### src/rtl/jtpang_pkg.sv
// rtl/jtpang_pkg.sv - shared state encoding and default sizes for the jtpang object DMA
//
// Purpose: FSM state encoding and default transfer parameters used by
// jtpang_objdma. No ports.
package jtpang_pkg;

  typedef enum logic [2:0] {
    ST_IDLE = 3'd0,
    ST_REQ  = 3'd1,
    ST_RD   = 3'd2,
    ST_WR   = 3'd3,
    ST_REL  = 3'd4
  } objdma_state_e;

  localparam int          DEF_LEN      = 512;
  localparam int          DEF_AW       = 9;
  localparam logic [11:0] DEF_SRC_BASE = 12'h000;

endpackage

### src/rtl/jtpang_objdma.sv
// rtl/jtpang_objdma.sv - object RAM DMA engine driving the main CPU BUSRQ/BUSAK handshake
//
// Purpose: on a rising edge of dma_go, request the CPU bus, copy LEN bytes from
// the shared bus starting at SRC_BASE into the object RAM, then release the bus.
// All state changes happen on cen.
//
// Optional feature: define JTPANG_DMA_LVBL_EN to hold a pending request until
// vertical blank (LVBL low). Without it LVBL is ignored.
//
// Ports:
//   clk, rst_n     clock, asynchronous active-low reset
//   cen            CPU clock enable
//   dma_go         start strobe (rising edge)
//   busak_n        CPU bus acknowledge, active low
//   LVBL           vertical blank, active low
//   busrq_n        bus request, active low
//   src_addr/cs    shared-bus read address and strobe
//   src_dout       shared-bus read data
//   obj_addr/din   object RAM write address and data
//   obj_we         object RAM write enable
//   busy           transfer in progress (request to release)
module jtpang_objdma
  import jtpang_pkg::*;
#(
  parameter int          LEN      = DEF_LEN,
  parameter int          AW       = DEF_AW,
  parameter logic [11:0] SRC_BASE = DEF_SRC_BASE
) (
  input  logic          clk,
  input  logic          rst_n,
  input  logic          cen,
  input  logic          dma_go,
  input  logic          busak_n,
  input  logic          LVBL,
  output logic          busrq_n,
  output logic [11:0]   src_addr,
  output logic          src_cs,
  input  logic [7:0]    src_dout,
  output logic [AW-1:0] obj_addr,
  output logic [7:0]    obj_din,
  output logic          obj_we,
  output logic          busy
);

  localparam logic [AW:0] LAST = (AW+1)'(LEN - 1);

  objdma_state_e state_q, state_d;
  logic          go_l_q;
  logic          pending_q, pending_d;
  logic [AW:0]   count_q, count_d;
  logic          busrq_n_q, busrq_n_d;
  logic          src_cs_q, src_cs_d;
  logic [11:0]   src_addr_q, src_addr_d;
  logic          obj_we_q, obj_we_d;
  logic [AW-1:0] obj_addr_q, obj_addr_d;
  logic [7:0]    obj_din_q, obj_din_d;
  logic          busy_q, busy_d;
  logic          go_edge;
  logic          start_ok;

`ifdef JTPANG_DMA_LVBL_EN
  assign start_ok = ~LVBL;
`else
  logic unused_lvbl;
  assign unused_lvbl = LVBL;
  assign start_ok    = 1'b1;
`endif

  assign go_edge = dma_go & ~go_l_q;

  always_comb begin
    state_d    = state_q;
    // one-deep request latch: extra edges while already pending are lost
    pending_d  = pending_q | go_edge;
    count_d    = count_q;
    busrq_n_d  = busrq_n_q;
    src_cs_d   = src_cs_q;
    src_addr_d = src_addr_q;
    obj_we_d   = 1'b0;
    obj_addr_d = obj_addr_q;
    obj_din_d  = obj_din_q;
    busy_d     = busy_q;
    if (cen) begin
      case (state_q)
        ST_IDLE: if (pending_q && start_ok) begin
          state_d   = ST_REQ;
          // an edge landing on the very cycle we consume the request survives
          pending_d = go_edge;
          busy_d    = 1'b1;
          busrq_n_d = 1'b0;
          count_d   = '0;
        end
        ST_REQ: if (!busak_n) state_d = ST_RD;
        // RD/WR stall while the CPU has taken the bus back
        ST_RD: if (!busak_n) begin
          src_addr_d = SRC_BASE + 12'(count_q);
          src_cs_d   = 1'b1;
          state_d    = ST_WR;
        end
        ST_WR: if (!busak_n) begin
          obj_addr_d = count_q[AW-1:0];
          obj_din_d  = src_dout;
          obj_we_d   = 1'b1;
          if (count_q == LAST) begin
            state_d = ST_REL;
          end else begin
            count_d = count_q + (AW+1)'(1);
            state_d = ST_RD;
          end
        end
        ST_REL: begin
          busrq_n_d = 1'b1;
          src_cs_d  = 1'b0;
          busy_d    = 1'b0;
          state_d   = ST_IDLE;
        end
        default: state_d = ST_IDLE;
      endcase
    end
  end

  // obj_we is high for the single clk following the cen edge that does the write
  always_ff @(posedge clk or negedge rst_n) begin
    if (!rst_n) begin
      state_q    <= ST_IDLE;
      go_l_q     <= 1'b0;
      pending_q  <= 1'b0;
      count_q    <= '0;
      busrq_n_q  <= 1'b1;
      src_cs_q   <= 1'b0;
      src_addr_q <= SRC_BASE;
      obj_we_q   <= 1'b0;
      obj_addr_q <= '0;
      obj_din_q  <= 8'd0;
      busy_q     <= 1'b0;
    end else begin
      state_q    <= state_d;
      go_l_q     <= dma_go;
      pending_q  <= pending_d;
      count_q    <= count_d;
      busrq_n_q  <= busrq_n_d;
      src_cs_q   <= src_cs_d;
      src_addr_q <= src_addr_d;
      obj_we_q   <= obj_we_d;
      obj_addr_q <= obj_addr_d;
      obj_din_q  <= obj_din_d;
      busy_q     <= busy_d;
    end
  end

  assign busrq_n  = busrq_n_q;
  assign src_cs   = src_cs_q;
  assign src_addr = src_addr_q;
  assign obj_we   = obj_we_q;
  assign obj_addr = obj_addr_q;
  assign obj_din  = obj_din_q;
  assign busy     = busy_q;

endmodule

### config.mk
export PLATFORM = sky130hd
export DESIGN_NAME = jtpang_objdma
export DESIGN_NICKNAME = d
export VERILOG_FILES = /design/src/rtl/jtpang_pkg.sv /design/src/rtl/jtpang_objdma.sv
export SDC_FILE = /design/constraint.sdc
export NUM_CORES = 1
export LEC_CHECK = 0
export ABC_AREA = 1
export BUFFER_PORTS_ARGS = -buffer_cell sky130_fd_sc_hd__buf_2
export CORE_MARGIN = 4
export CORE_UTILIZATION = 57
export CTS_CLUSTER_DIAMETER = 100
export DETAILED_ROUTE_END_ITERATION = 8
export GPL_TIMING_DRIVEN = 0
export PLACE_DENSITY = 0.95
export RECOVER_POWER = 25
export SLEW_MARGIN = 25
export SYNTH_ARGS = -nofsm -noshare
export SYNTH_HDL_FRONTEND = slang
export SYNTH_SLANG_ARGS = --single-unit
### constraint.sdc
create_clock -name clk -period 3.85 [get_ports clk]
set_input_delay 0.1925 -clock clk [delete_from_list [all_inputs] [get_ports clk]]
set_output_delay 0.1925 -clock clk [all_outputs]
set_load 0.005 [all_outputs]
Word level (Yosys, flattened, before mapping)
Cells that the tools add are included.
Widths: inputs -> output; s select.
{"block": "classes", "mul": 0, "n_reduce_logical": 10, "eq_ne": 10, "div_mod_pow": 0, "n_shift": 0, "order_cmp": 0, "bitwise": 4, "add_sub_neg": 1, "muxes": 22}
{"cell": "$mux 10", "n": 3}
{"cell": "$pmux 10 s2", "n": 1}
{"cell": "$mux 3", "n": 5}
{"cell": "$pmux 3 s4", "n": 1}
{"cell": "$reduce_and 3->1", "n": 4}
{"cell": "$add 10x1->10 const B", "n": 1}
{"cell": "$eq 10x9->1 const B", "n": 1}
{"cell": "$ne 2x2->1 const B", "n": 5}
{"cell": "$reduce_and 5->1", "n": 2}
{"cell": "$mux 1", "n": 9}
{"cell": "$eq 3x2->1 const B", "n": 2}
{"cell": "$pmux 1 s2", "n": 3}
{"cell": "$reduce_bool 2->1", "n": 3}
{"cell": "$eq 3x1->1 const B", "n": 1}
{"cell": "$eq 3x3->1 const B", "n": 1}
{"cell": "$logic_not 3->1", "n": 1}
{"cell": "$not 1->1", "n": 2}
{"cell": "$and 1x1->1", "n": 1}
{"cell": "$or 1x1->1", "n": 1}
{"block": "word_totals", "regBits": 46, "word_cells": 58, "rom_bits": 0, "latch_bits": 0, "ram_bits": 0, "out_inout_bits": 33, "memories": 0}

Logic depth before layout (Yosys ltp)
Gate-level depths: netlist of run 1.
{"block": "depth", "ltp_word": 6, "depth_mapped": 9, "mapped_depth_nobuf": 8}

Least setup slack after synthesis of run 1
Ideal clock, no wire load.
{"block": "synth_timing", "path_type": "register to register", "from": "reg count_q[0]", "to": "reg count_q[0]", "setup_ns": 0.075, "slack_ns": 2.417, "t_arrival_ns": 1.358, "stages_incl_launch_ff": 9, "period_less_slack_ns": 1.433, "required_time_ns": 3.775, "cell_sequence": "dfrtp_1 ha_1 nand2_1 nor2_4 nand4_4 nand2_2 buf_6 nand2_1 o21ai_2"}
{"block": "synth_between", "elab_chain_cells": 4}
{"element": "start: declaration", "line_no": "jtpang_objdma.sv:50", "source": "logic [AW:0] count_q, count_d;"}
{"element": "start signal: assignment", "line_no": "jtpang_objdma.sv:140", "source": "count_q <= count_d;"}
{"element": "$add 10x1->10", "line_no": "jtpang_objdma.sv:107", "source": "count_d = count_q + (AW+1)'(1);"}
{"element": "$mux 10", "line_no": "jtpang_objdma.sv:104", "source": "if (count_q == LAST) begin"}
{"element": "$mux 10", "line_no": "jtpang_objdma.sv:100", "source": "ST_WR: if (!busak_n) begin"}
{"element": "$pmux 10 s2", "line_no": "jtpang_objdma.sv:84", "source": "case (state_q)"}
Parallel ways exist; a longest one is shown, timed or not. The select of a mux whose other input is x is not followed.
A chain may end at the register's enable or synchronous reset.

Final worst setup path of run 1
{"block": "layout_timing", "from": "reg count_q[0]", "to": "reg count_q[9]"}
The elaborated chain is that of the path after synthesis.

==> results.md, run 1 <==
- First-pass GRT wire length: 7.569 mm
- Outcome: finished, final reports clean
- N_diodes: 0
- Switching share of total power: 34.82%
- Max-Cap Viols: 0
- Die Ht: a little under 70 um
- Worst Skew: roughly 0.0063 ns
- Fin cells: 332
- Layout cells sized above 1: between 20% and 30%
- Yosys cell types: 26
- Initial Util: between 60% and 70%
- Pwr dens: 532.2 nW/um^2
- Final Routed Wirelength: 4.688 mm
- Internal power: about 850 uW
- Flops & latches, synth: 46
- Num ports: 47
- H-tree levels: 2
- Antenna viol nets, final: 0
- Logic gate share of total power: about 28%
- Slowest Stage Delay on Critical Path: about 0.52 ns
- CTS Buf Count: 5
- Worst setup margin: approximately 2.1 ns
- DR iter-0 viols: 219
- Number of flops mapped to enable cells by yosys: 0
- Seq/Total Area, Yosys: 55.85%
- Commonest cells post-synth: 82 x nand2_1, 45 x dfrtp_1, 26 x o21ai_0
- Final GP Congestion: 0.8164
- Initial DRT Pass Iterations: 7
- Synthesized area: 2063 sq um
- Ranking of synthesized cells by area: dfrtp_1 55%, nand2_1 15%, o21ai_0 6.3%
- Largest fanout on the critical path: 10
- Final min period: between 1.5 and 2 ns
- Synth Instances: 232
- Largest net degree at the start of global routing: 47
- Sw Pwr: 452.8 uW
- Post CTS Setup Buffer Count: 0
- Ys Warns: 0
- Period Utilization, post-route: 45.77%
- Cells along the critical path: ha_1 > nand2_1 > nor2_4 > nand4_4 > nand2_2 > buf_6 > nand2_1 > o21ai_1
- Initial antenna violation count: 0
- TNS Setup: 0 ns
- Cell mode on critical path: nand2_1
- Type of origin of the critical path: flip-flop
- CTS Root Cell: clkbuf_4
- CP bufs+invs: 1
- CTS tree: built
- Area leader, netlist: dfrtp_1
- Clk pin slew, worst setup/hold paths: 0.14 ns
- Clock power share: 23.0%
- DRC violations left: 0
- Cells after DPL: around 320
- WP data arrival: around 2.1 ns
- Vias in the first global route: 1705
- Core area: roughly 3400 sq um
- Full die area: 4646 sq um
- WP data required: a little over 4 ns
- Relative slew margins: 62.50%
- Unrepaired setup endpoints after global routing: no
- Worst hold slack: 0.01112 ns
- Share of flip-flops with an asynchronous set or reset: between 90% and 100%
- Nets: 300
- Vias: between 1500 and 2000
- WS Path Type: reg -> reg
- Worst path slowest cell: dfrtp_1
- Global route overflow: 0
- Sequential cell area: 1152 sq um
- Post-DP HPWL: 3.328 mm
- Fin. Hold Viols: 0
- Worst skew pair latency: 0.37 ns
- Row count: 21
- Max Fclk: 0.5675 GHz
- Pre-CTS WS: 2.172 ns
- Wirelength per Cell: 14.12 um
- Yosys top cell area share: 54.58%
- Gr usage total: between 20 and 25%
- TritonCTS Sinks: 46
- DR vias/cell: around 5.3
- Area of the multi-input gates: 792.0 sq um
- Max IR drop VDD: about 0.27 mV
- Syn_area_per_cell: 8.893 sq um
- Worst slew pin tran: 0.5625 ns
- Cell family with most CP delay: simple AND/OR/NAND/NOR gates
- Bufs on Longest Clock Path: 2
- Most frequent cell after synthesis: nand2_1
- Setup violations, final: 0
- Leakage: about 1.2 nW
- Worst Hold Class: in -> reg
- Slew Viols, Final: 0
- Die W: between 60 and 70 um
- Buffers on Ports: 43
- Filler instances: 242
- Area Growth Syn to Fin: 18.44%
- Crit path capture type: flip-flop
- Ys flop type: dfrtp_1
- Sequential share of power: 48.9%
## cells by family after synthesis
| group | Yosys count | synth area share [%] |
|---|---|---|
| DFF | 46 | 55.85 |
| AOI/OAI and AO/OA | 41 | 10.61 |
| other | 1 | 0.1818 |
| buffers and inverters | 26 | 5.942 |
| and+or+nand+nor | 112 | 24.68 |
| xor gates and xnor gates | 5 | 2.122 |
| adders and majority gates | 1 | 0.6063 |
## final cells by class
class | count | area share, %
Multi-Input combinational cell | 161 | 32.41
Tap cell | 46 | 2.355
Timing Repair Buffer | 45 | 9.729
Inverter | 19 | 2.919
Clock inverter | 3 | 1.792
Sequential cell | 46 | 47.16
Buffer | 7 | 2.099
Clock buffer | 5 | 1.536
## worst register-to-register path, stage by stage, from the launching register on
cell and delay [ns]:
dfrtp_1 0.52, ha_1 0.24, nand2_1 0.10, nor2_4 0.22
nand4_4 0.15, nand2_2 0.13, buf_6 0.15, nand2_1 0.08
o21ai_1 0.09
## cells in the final DEF, fill, tap and decap left out, drive strengths merged
cell type,instances
a21oi,2
xor2,4
o21a,1
conb,2
inv,19
ha,1
o21ai,38
clkinv,2
nand2,86
buf,49
dfrtp,45
nand4,4
clkbuf,6
bufinv,1
xnor2,1
nor2,13
dfstp,1
nand3,9
dlygate4sd3,2
## sequential cells by signal, summed over array words and instances, names as in the netlist
signal	flops
src_cs	1
go_l_q	1
obj_din	8
busy	1
busrq_n	1
count_q	10
obj_addr	9
obj_we	1
state_q	3
pending_q	1
src_addr	10
## timing repair
item / in CTS / in global routing
hold buffers: 2 / 0
setup endpoints to repair: 0 / 0
gates resized for setup: 0 / 0
hold endpoints to repair: 9 / 0
## power by group through the flow
stage	clock network (mW)	registers, mW	logic [mW]
2_1_floorplan	0	0.642	0.220
3_3_place_gp	0	0.638	0.343
3_5_place_dp	0	0.643	0.365
4_1_cts	0.302	0.633	0.370
5_1_grt	0.323	0.647	0.417
6_report	0.300	0.635	0.366
## through the flow
step / utilization, % / cell area [sq um] / total power, mW
after global routing: 71.54 / 2444 / 1.387
after global placement: 68.50 / 2340 / 0.9814
after detailed placement: 68.50 / 2340 / 1.008
after floorplan: - / 2067 / 0.8627
final: 71.54 / 2444 / 1.300
after CTS: 71.47 / 2441 / 1.306
## final timing paths
| path | depth (start not counted) | from | slack [ns] | end |
|---|---|---|---|---|
| min in group asynchronous | 2 | rst_n | 0.36 | obj_addr[6]$_DFFE_PN0P_ |
| setup reg to reg | 8 | count_q[0]$_DFFE_PN0P_ | 2.09 | count_q[9]$_DFFE_PN0P_ |
| max in group asynchronous | 2 | rst_n | 3.11 | busrq_n$_DFFE_PN1P_ |
| hold reg to reg | 1 | go_l_q$_DFF_PN0_ | 0.45 | pending_q$_DFF_PN0_ |
| hold / removal | 3 | src_dout[7] | 0.01 | obj_din[7]$_DFFE_PN0P_ |
| setup / recovery | 8 | count_q[0]$_DFFE_PN0P_ | 2.09 | count_q[9]$_DFFE_PN0P_ |
## routing by layer
layer  up-vias  wire length (um)  global-route usage [%]
met2        78              2408                   36.58
met3        13               320                   4.762
met4         0               123                   12.66
met1       833              1835                   27.37
li1        846                 -                       -
met5         -                 0                       0
No activity file was read; power rests on OpenSTA's default activity.
==> run 2, diff against run 1 <==
- CORE_UTILIZATION: 57 -> 53
- PLACE_DENSITY: 0.95 -> 0.91
- clock period: 3.85 -> 1.85 ns (I/O delays scaled with it)
==> results.md, run 2 (synthesized netlist as in run 1, its figures left out) <==
- Most frequent cells in the layout: 82 x nand2_1, 45 x dfrtp_1, 43 x buf_2
- WP data required: 2.08 ns (-2.06 ns)
- Max IR drop VDD: 0.5325 mV (+99%)
- Cells after DPL: 324 (+0.62%)
- Setup violations, final: 0 (unchanged)
- WP data arrival: 1.92 ns (-0.13 ns)
- CTS Buf Count: 5 (unchanged)
- Initial antenna violation count: 0 (unchanged)
- Layout cells sized above 1: 24.57% (-0.95 points)
- Final Routed Wirelength: 5.037 mm (+7.4%)
- Unrepaired setup endpoints after global routing: no
- Bufs on Longest Clock Path: 2 (unchanged)
- Type of origin of the critical path: flip-flop
- Num ports: 47 (unchanged)
- WS Path Type: reg -> reg
- Pre-CTS WS: 0.2146 ns (-1.958 ns)
- Gr usage total: 22.58% (+0.20 points)
- Area Growth Syn to Fin: 23.29%
- Full die area: 4955 sq um (+6.6%)
- Final min period: 1.693 ns (-0.06899 ns)
- Antenna viol nets, final: 0 (unchanged)
- Largest fanout on the critical path: 10 (unchanged)
- Post CTS Setup Buffer Count: 0 (unchanged)
- Wirelength per Cell: 14.77 um (+4.6%)
- Pwr Total: 2.849 mW (+120%)
- Outcome: finished, final reports clean
- Leakage: 1.262 nW (+3.2%)
- Period Utilization, post-route: 91.53% (+46 points)
- TritonCTS Sinks: 46 (unchanged)
- Initial DRT Pass Iterations: 4 (-3)
- Vias: 1801 (+1.8%)
- Nets: 307 (+2.3%)
- Post-CTS resize count: 0 (unchanged)
- Final GP Congestion: 0.8449 (+3.5%)
- H-tree levels: 2 (unchanged)
- N_diodes: 0 (unchanged)
- Slew Viols, Final: 0 (unchanged)
- Final core area utilization: 68.45% (-3.1 points)
- Die W: 70.39 um (+3.3%)
- Crit path capture type: flip-flop
- DRC violations left: 0 (unchanged)
- Fin cells: 341 (+2.7%)
- Buffers on Ports: 43 (unchanged)
- Relative slew margins: 29.65% (-33 points)
- Largest net degree at the start of global routing: 47 (unchanged)
- Initial Util: 55.52% (-4.9 points)
- Max Fclk: 0.5906 GHz (+4.1%)
- CTS tree: built
- DR iter-0 viols: 198 (-9.6%)
- Worst skew pair latency: 0.30 ns (-0.07 ns)
- DR vias/cell: 5.282 (-0.93%)
- Worst hold slack: 0.02421 ns (+0.01309 ns)
- Core area: 3716 sq um (+8.8%)
- Clk pin slew, worst setup/hold paths: 0.09 ns (-0.05 ns)
- Hold_buf cts: 9 (+7)
- Worst slew pin tran: 1.055 ns (+0.4928 ns)
- Final instance area: 2544 sq um (+4.1%)
- Dpl cell area: 2342 sq um (+0.11%)
- Vias in the first global route: 1848 (+8.4%)
- CTS Root Cell: clkbuf_8
- Fin. Hold Viols: 0 (unchanged)
- Die Ht: 70.39 um (+3.3%)
- Worst Skew: 0.008920 ns (+0.002629 ns)
- Row count: 22 (+4.8%)
- Most common cell after layout, fill and taps aside: nand2_1
- Global route overflow: 0 (unchanged)
- Post-DP HPWL: 3.123 mm (-6.1%)
- Max-Cap Viols: 0 (unchanged)
- Worst setup margin: 0.1567 ns (-1.931 ns)
- First-pass GRT wire length: 8.638 mm (+14%)
- Pwr dens: 1120 nW/um^2 (+110%)
- TNS Setup: 0 ns (unchanged)
- Worst Hold Class: in -> reg
[run 2: changes by cell type in the layout (fill, tap and decap cells not counted), sizes merged]
cell	before	now
dlygate4sd3	2	9
buf	49	47
clkbuf	6	8
[run 2: worst paths after layout]
kind	slack [ns]	from	depth (start not counted)	endpoint
setup / recovery	0.16	count_q[0]$_DFFE_PN0P_	8	count_q[3]$_DFFE_PN0P_
hold / removal	0.02	src_dout[4]	3	obj_din[4]$_DFFE_PN0P_
setup reg to reg	0.16	count_q[0]$_DFFE_PN0P_	8	count_q[3]$_DFFE_PN0P_
hold reg to reg	0.48	obj_din[1]$_DFFE_PN0P_	2	obj_din[1]$_DFFE_PN0P_
max in group asynchronous	0.70	rst_n	2	busy$_DFFE_PN0P_
min in group asynchronous	0.51	rst_n	2	count_q[0]$_DFFE_PN0P_
[run 2: area by class of cell]
class / count / area, sq um
Tap cell: 48 / 60.06
Multi-Input combinational cell: 161 / 792.0
Buffer: 7 / 51.30
Inverter: 19 / 71.32
Fill cell: 259 / 1172
Clock inverter: 3 / 43.79
Timing Repair Buffer: 52 / 304.0
Sequential cell: 46 / 1152
Clock buffer: 5 / 68.82
[run 2: per-layer routing]
layer | global-route usage, % | part of all wire [%] | vias up
li1 | - | - | 862
met4 | 14.68 | 3.1 | 0
met2 | 38.15 | 51 | 77
met3 | 4.173 | 6.3 | 19
met5 | 0 | 0 | -
met1 | 25.92 | 39 | 843
[run 2: power breakdown]
| part | switching (mW) | internal [mW] | leakage (nW) |
|---|---|---|---|
| Clock | 0.343 | 0.405 | 0.0585 |
| Sequential | 0.141 | 1.18 | 0.609 |
| Combinational | 0.475 | 0.303 | 0.594 |
[run 2: worst max-delay path, stage by stage (launching register included)]
cell and delay [ns]:
dfrtp_1 0.50, ha_1 0.23, nand2_1 0.09, nor2_4 0.21
nand4_4 0.14, nand2_2 0.12, buf_6 0.15, nand2_1 0.07
o21ai_1 0.09
==> run 3, diff against run 2 <==
--- a/config.mk
+++ b/config.mk
@@ -9,9 +9,9 @@
 export BUFFER_PORTS_ARGS = -buffer_cell sky130_fd_sc_hd__buf_2
 export CORE_MARGIN = 4
-export CORE_UTILIZATION = 53
+export CORE_UTILIZATION = 57
 export CTS_CLUSTER_DIAMETER = 100
 export DETAILED_ROUTE_END_ITERATION = 8
 export GPL_TIMING_DRIVEN = 0
-export PLACE_DENSITY = 0.91
+export PLACE_DENSITY = 0.95
 export RECOVER_POWER = 25
 export SLEW_MARGIN = 25
==> constraint.sdc (replaced) <==
create_clock -name clk -period 2.1 [get_ports clk]
set_input_delay 0.42 -clock clk [delete_from_list [all_inputs] [get_ports clk]]
set_output_delay 0.42 -clock clk [all_outputs]
set_load 0.005 [all_outputs]
==> results.md, run 3 (synthesized netlist as in run 1, its figures left out) <==
- Outcome: finished, final reports clean
- Global route overflow: 0 (unchanged)
- Largest fanout on the critical path: 10 (unchanged)
- Most frequent cells in the layout: 82 x nand2_1, 45 x dfrtp_1, 44 x buf_2
- DR iter-0 viols: 249 (+26%)
- WP data required: 2.39 ns (+0.31 ns)
- Worst reg2reg endpoint: count_q[9]$_DFFE_PN0P_
- R2R Path Start: count_q[0]$_DFFE_PN0P_
- Relative slew margins: 26.25% (-3.4 points)
- Final instance area: 2421 sq um (-4.8%)
- Max Fclk: 0.5641 GHz (-4.5%)
- Area Growth Syn to Fin: 17.34%
- Layout cells sized above 1: 25.70% (+1.1 points)
- Pwr dens: 982.3 nW/um^2 (-12%)
- Initial DRT Pass Iterations: 4 (unchanged)
- DR vias/cell: 5.373 (+1.7%)
- FF-to-FF path depth: 8 (unchanged)
- Final core area utilization: 70.88% (+2.4 points)
- Filler instances: 245 (-5.4%)
- TritonCTS Sinks: 46 (unchanged)
- Pwr Total: 2.378 mW (-17%)
- Buffers on Ports: 43 (unchanged)
- WS Path Type: reg -> reg
- Row count: 21 (-4.5%)
- Die Ht: 68.17 um (-3.2%)
- Clk pin slew, worst setup/hold paths: 0.13 ns (+0.04 ns)
- TNS Setup: 0 ns (unchanged)
- Period Utilization, post-route: 84.42% (-7.1 points)
- Post CTS Setup Buffer Count: 0 (unchanged)
- Nets: 298 (-2.9%)
- Gr usage total: 22.20% (-0.37 points)
- Unrepaired setup endpoints after global routing: no
- WP data arrival: 2.06 ns (+0.14 ns)
- Vias in the first global route: 1691 (-8.5%)
- Post-CTS resize count: 0 (unchanged)
- Full die area: 4646 sq um (-6.2%)
- DRC violations left: 0 (unchanged)
- Crit path capture type: flip-flop
- Worst setup path start: count_q[0]$_DFFE_PN0P_
- Final GP Congestion: 0.8164 (-3.4%)
- CTS Buf Count: 5 (unchanged)
- CTS Root Cell: clkbuf_4
- Worst Setup EP: count_q[9]$_DFFE_PN0P_
- Max IR drop VDD: 0.4895 mV (-8.1%)
- Leakage: 1.215 nW (-3.8%)
- Fin. Hold Viols: 0 (unchanged)
- Hold_buf cts: 0 (-9)
- CTS tree: built
- First-pass GRT wire length: 7.514 mm (-13%)
- Worst skew pair latency: 0.37 ns (+0.07 ns)
- Core area: 3416 sq um (-8.1%)
- Flop2flop setup slack: 0.33 ns (+0.17 ns)
- Worst slew pin tran: 1.106 ns (+0.05097 ns)
- Worst Hold Class: in -> reg
- Setup violations, final: 0 (unchanged)
- Antenna viol nets, final: 0 (unchanged)
- Initial antenna violation count: 0 (unchanged)
- Type of origin of the critical path: flip-flop
- Max-Cap Viols: 0 (unchanged)
- Dpl cell area: 2340 sq um (-0.11%)
- Largest net degree at the start of global routing: 47 (unchanged)
- Post-DP HPWL: 3.328 mm (+6.5%)
- Final min period: 1.773 ns (+0.07953 ns)
- Hold Startpoint: dma_go
- Die W: 68.17 um (-3.2%)
- Slew Viols, Final: 0 (unchanged)
- Bufs on Longest Clock Path: 2 (unchanged)
- N_diodes: 0 (unchanged)
- Vias: 1773 (-1.6%)
- Initial Util: 60.40% (+4.9 points)
- Worst Skew: 0.008567 ns (-0.0003535 ns)
- Wirelength per Cell: 14.02 um (-5.1%)
- Most common cell after layout, fill and taps aside: nand2_1
- Num ports: 47 (unchanged)
- Final Routed Wirelength: 4.626 mm (-8.2%)
- H-tree levels: 2 (unchanged)
[run 3: changes by cell type in the layout (fill, tap and decap cells not counted), sizes merged]
cell,before,now
buf,47,48
clkbuf,8,7
dlygate4sd3,9,0
[run 3: worst min-delay path by stage]
stage / to / slack (ns) / cells past startpoint
floorplan: busy$_DFFE_PN0P_ / 0.12 / 0
global placement: pending_q$_DFF_PN0_ / 0.42 / 1
detailed placement: pending_q$_DFF_PN0_ / 0.43 / 1
CTS: go_l_q$_DFF_PN0_ / 0.15 / 1
global route: go_l_q$_DFF_PN0_ / 0.15 / 1
finish: go_l_q$_DFF_PN0_ / 0.17 / 1
[run 3: area by class of cell]
class                           count  area [sq um]  area share, %
Clock buffer                        5         37.54          1.550
Sequential cell                    46          1152          47.60
Buffer                              7         51.30          2.119
Clock inverter                      3         43.79          1.809
Tap cell                           46         57.56          2.377
Timing Repair Buffer               43         215.2          8.889
Multi-Input combinational cell    161         792.0          32.71
Inverter                           19         71.32          2.946
[run 3: stage by stage]
step           cells  hold WS (ns)  setup WS (ns)
6_report         330        0.1666         0.3272
5_1_grt          330        0.1476         0.1851
3_5_place_dp     322        0.4294         0.4223
3_3_place_gp     322        0.4158         0.5052
2_1_floorplan    233        0.1244         0.6669
4_1_cts          330        0.1547         0.3539
[run 3: layer usage]
metal,up-vias,wire [um],GRT usage [%]
met5,-,0,0
met4,0,127,12.66
met3,15,328,4.762
met2,82,2381,36.10
met1,836,1788,27.26
li1,840,-,-
[run 3: where the power goes]
| part | switching [mW] | internal (mW) |
|---|---|---|
| sequential | 0.124 | 1.04 |
| clock | 0.293 | 0.253 |
| combinational | 0.410 | 0.256 |
[run 3: worst max-delay path, cell delays in order (launching register included)]
cell and delay, ns:
dfrtp_1 0.52, ha_1 0.25, nand2_1 0.10, nor2_4 0.22, nand4_4 0.15, nand2_2 0.13, buf_6 0.16, nand2_1 0.08
o21ai_1 0.10
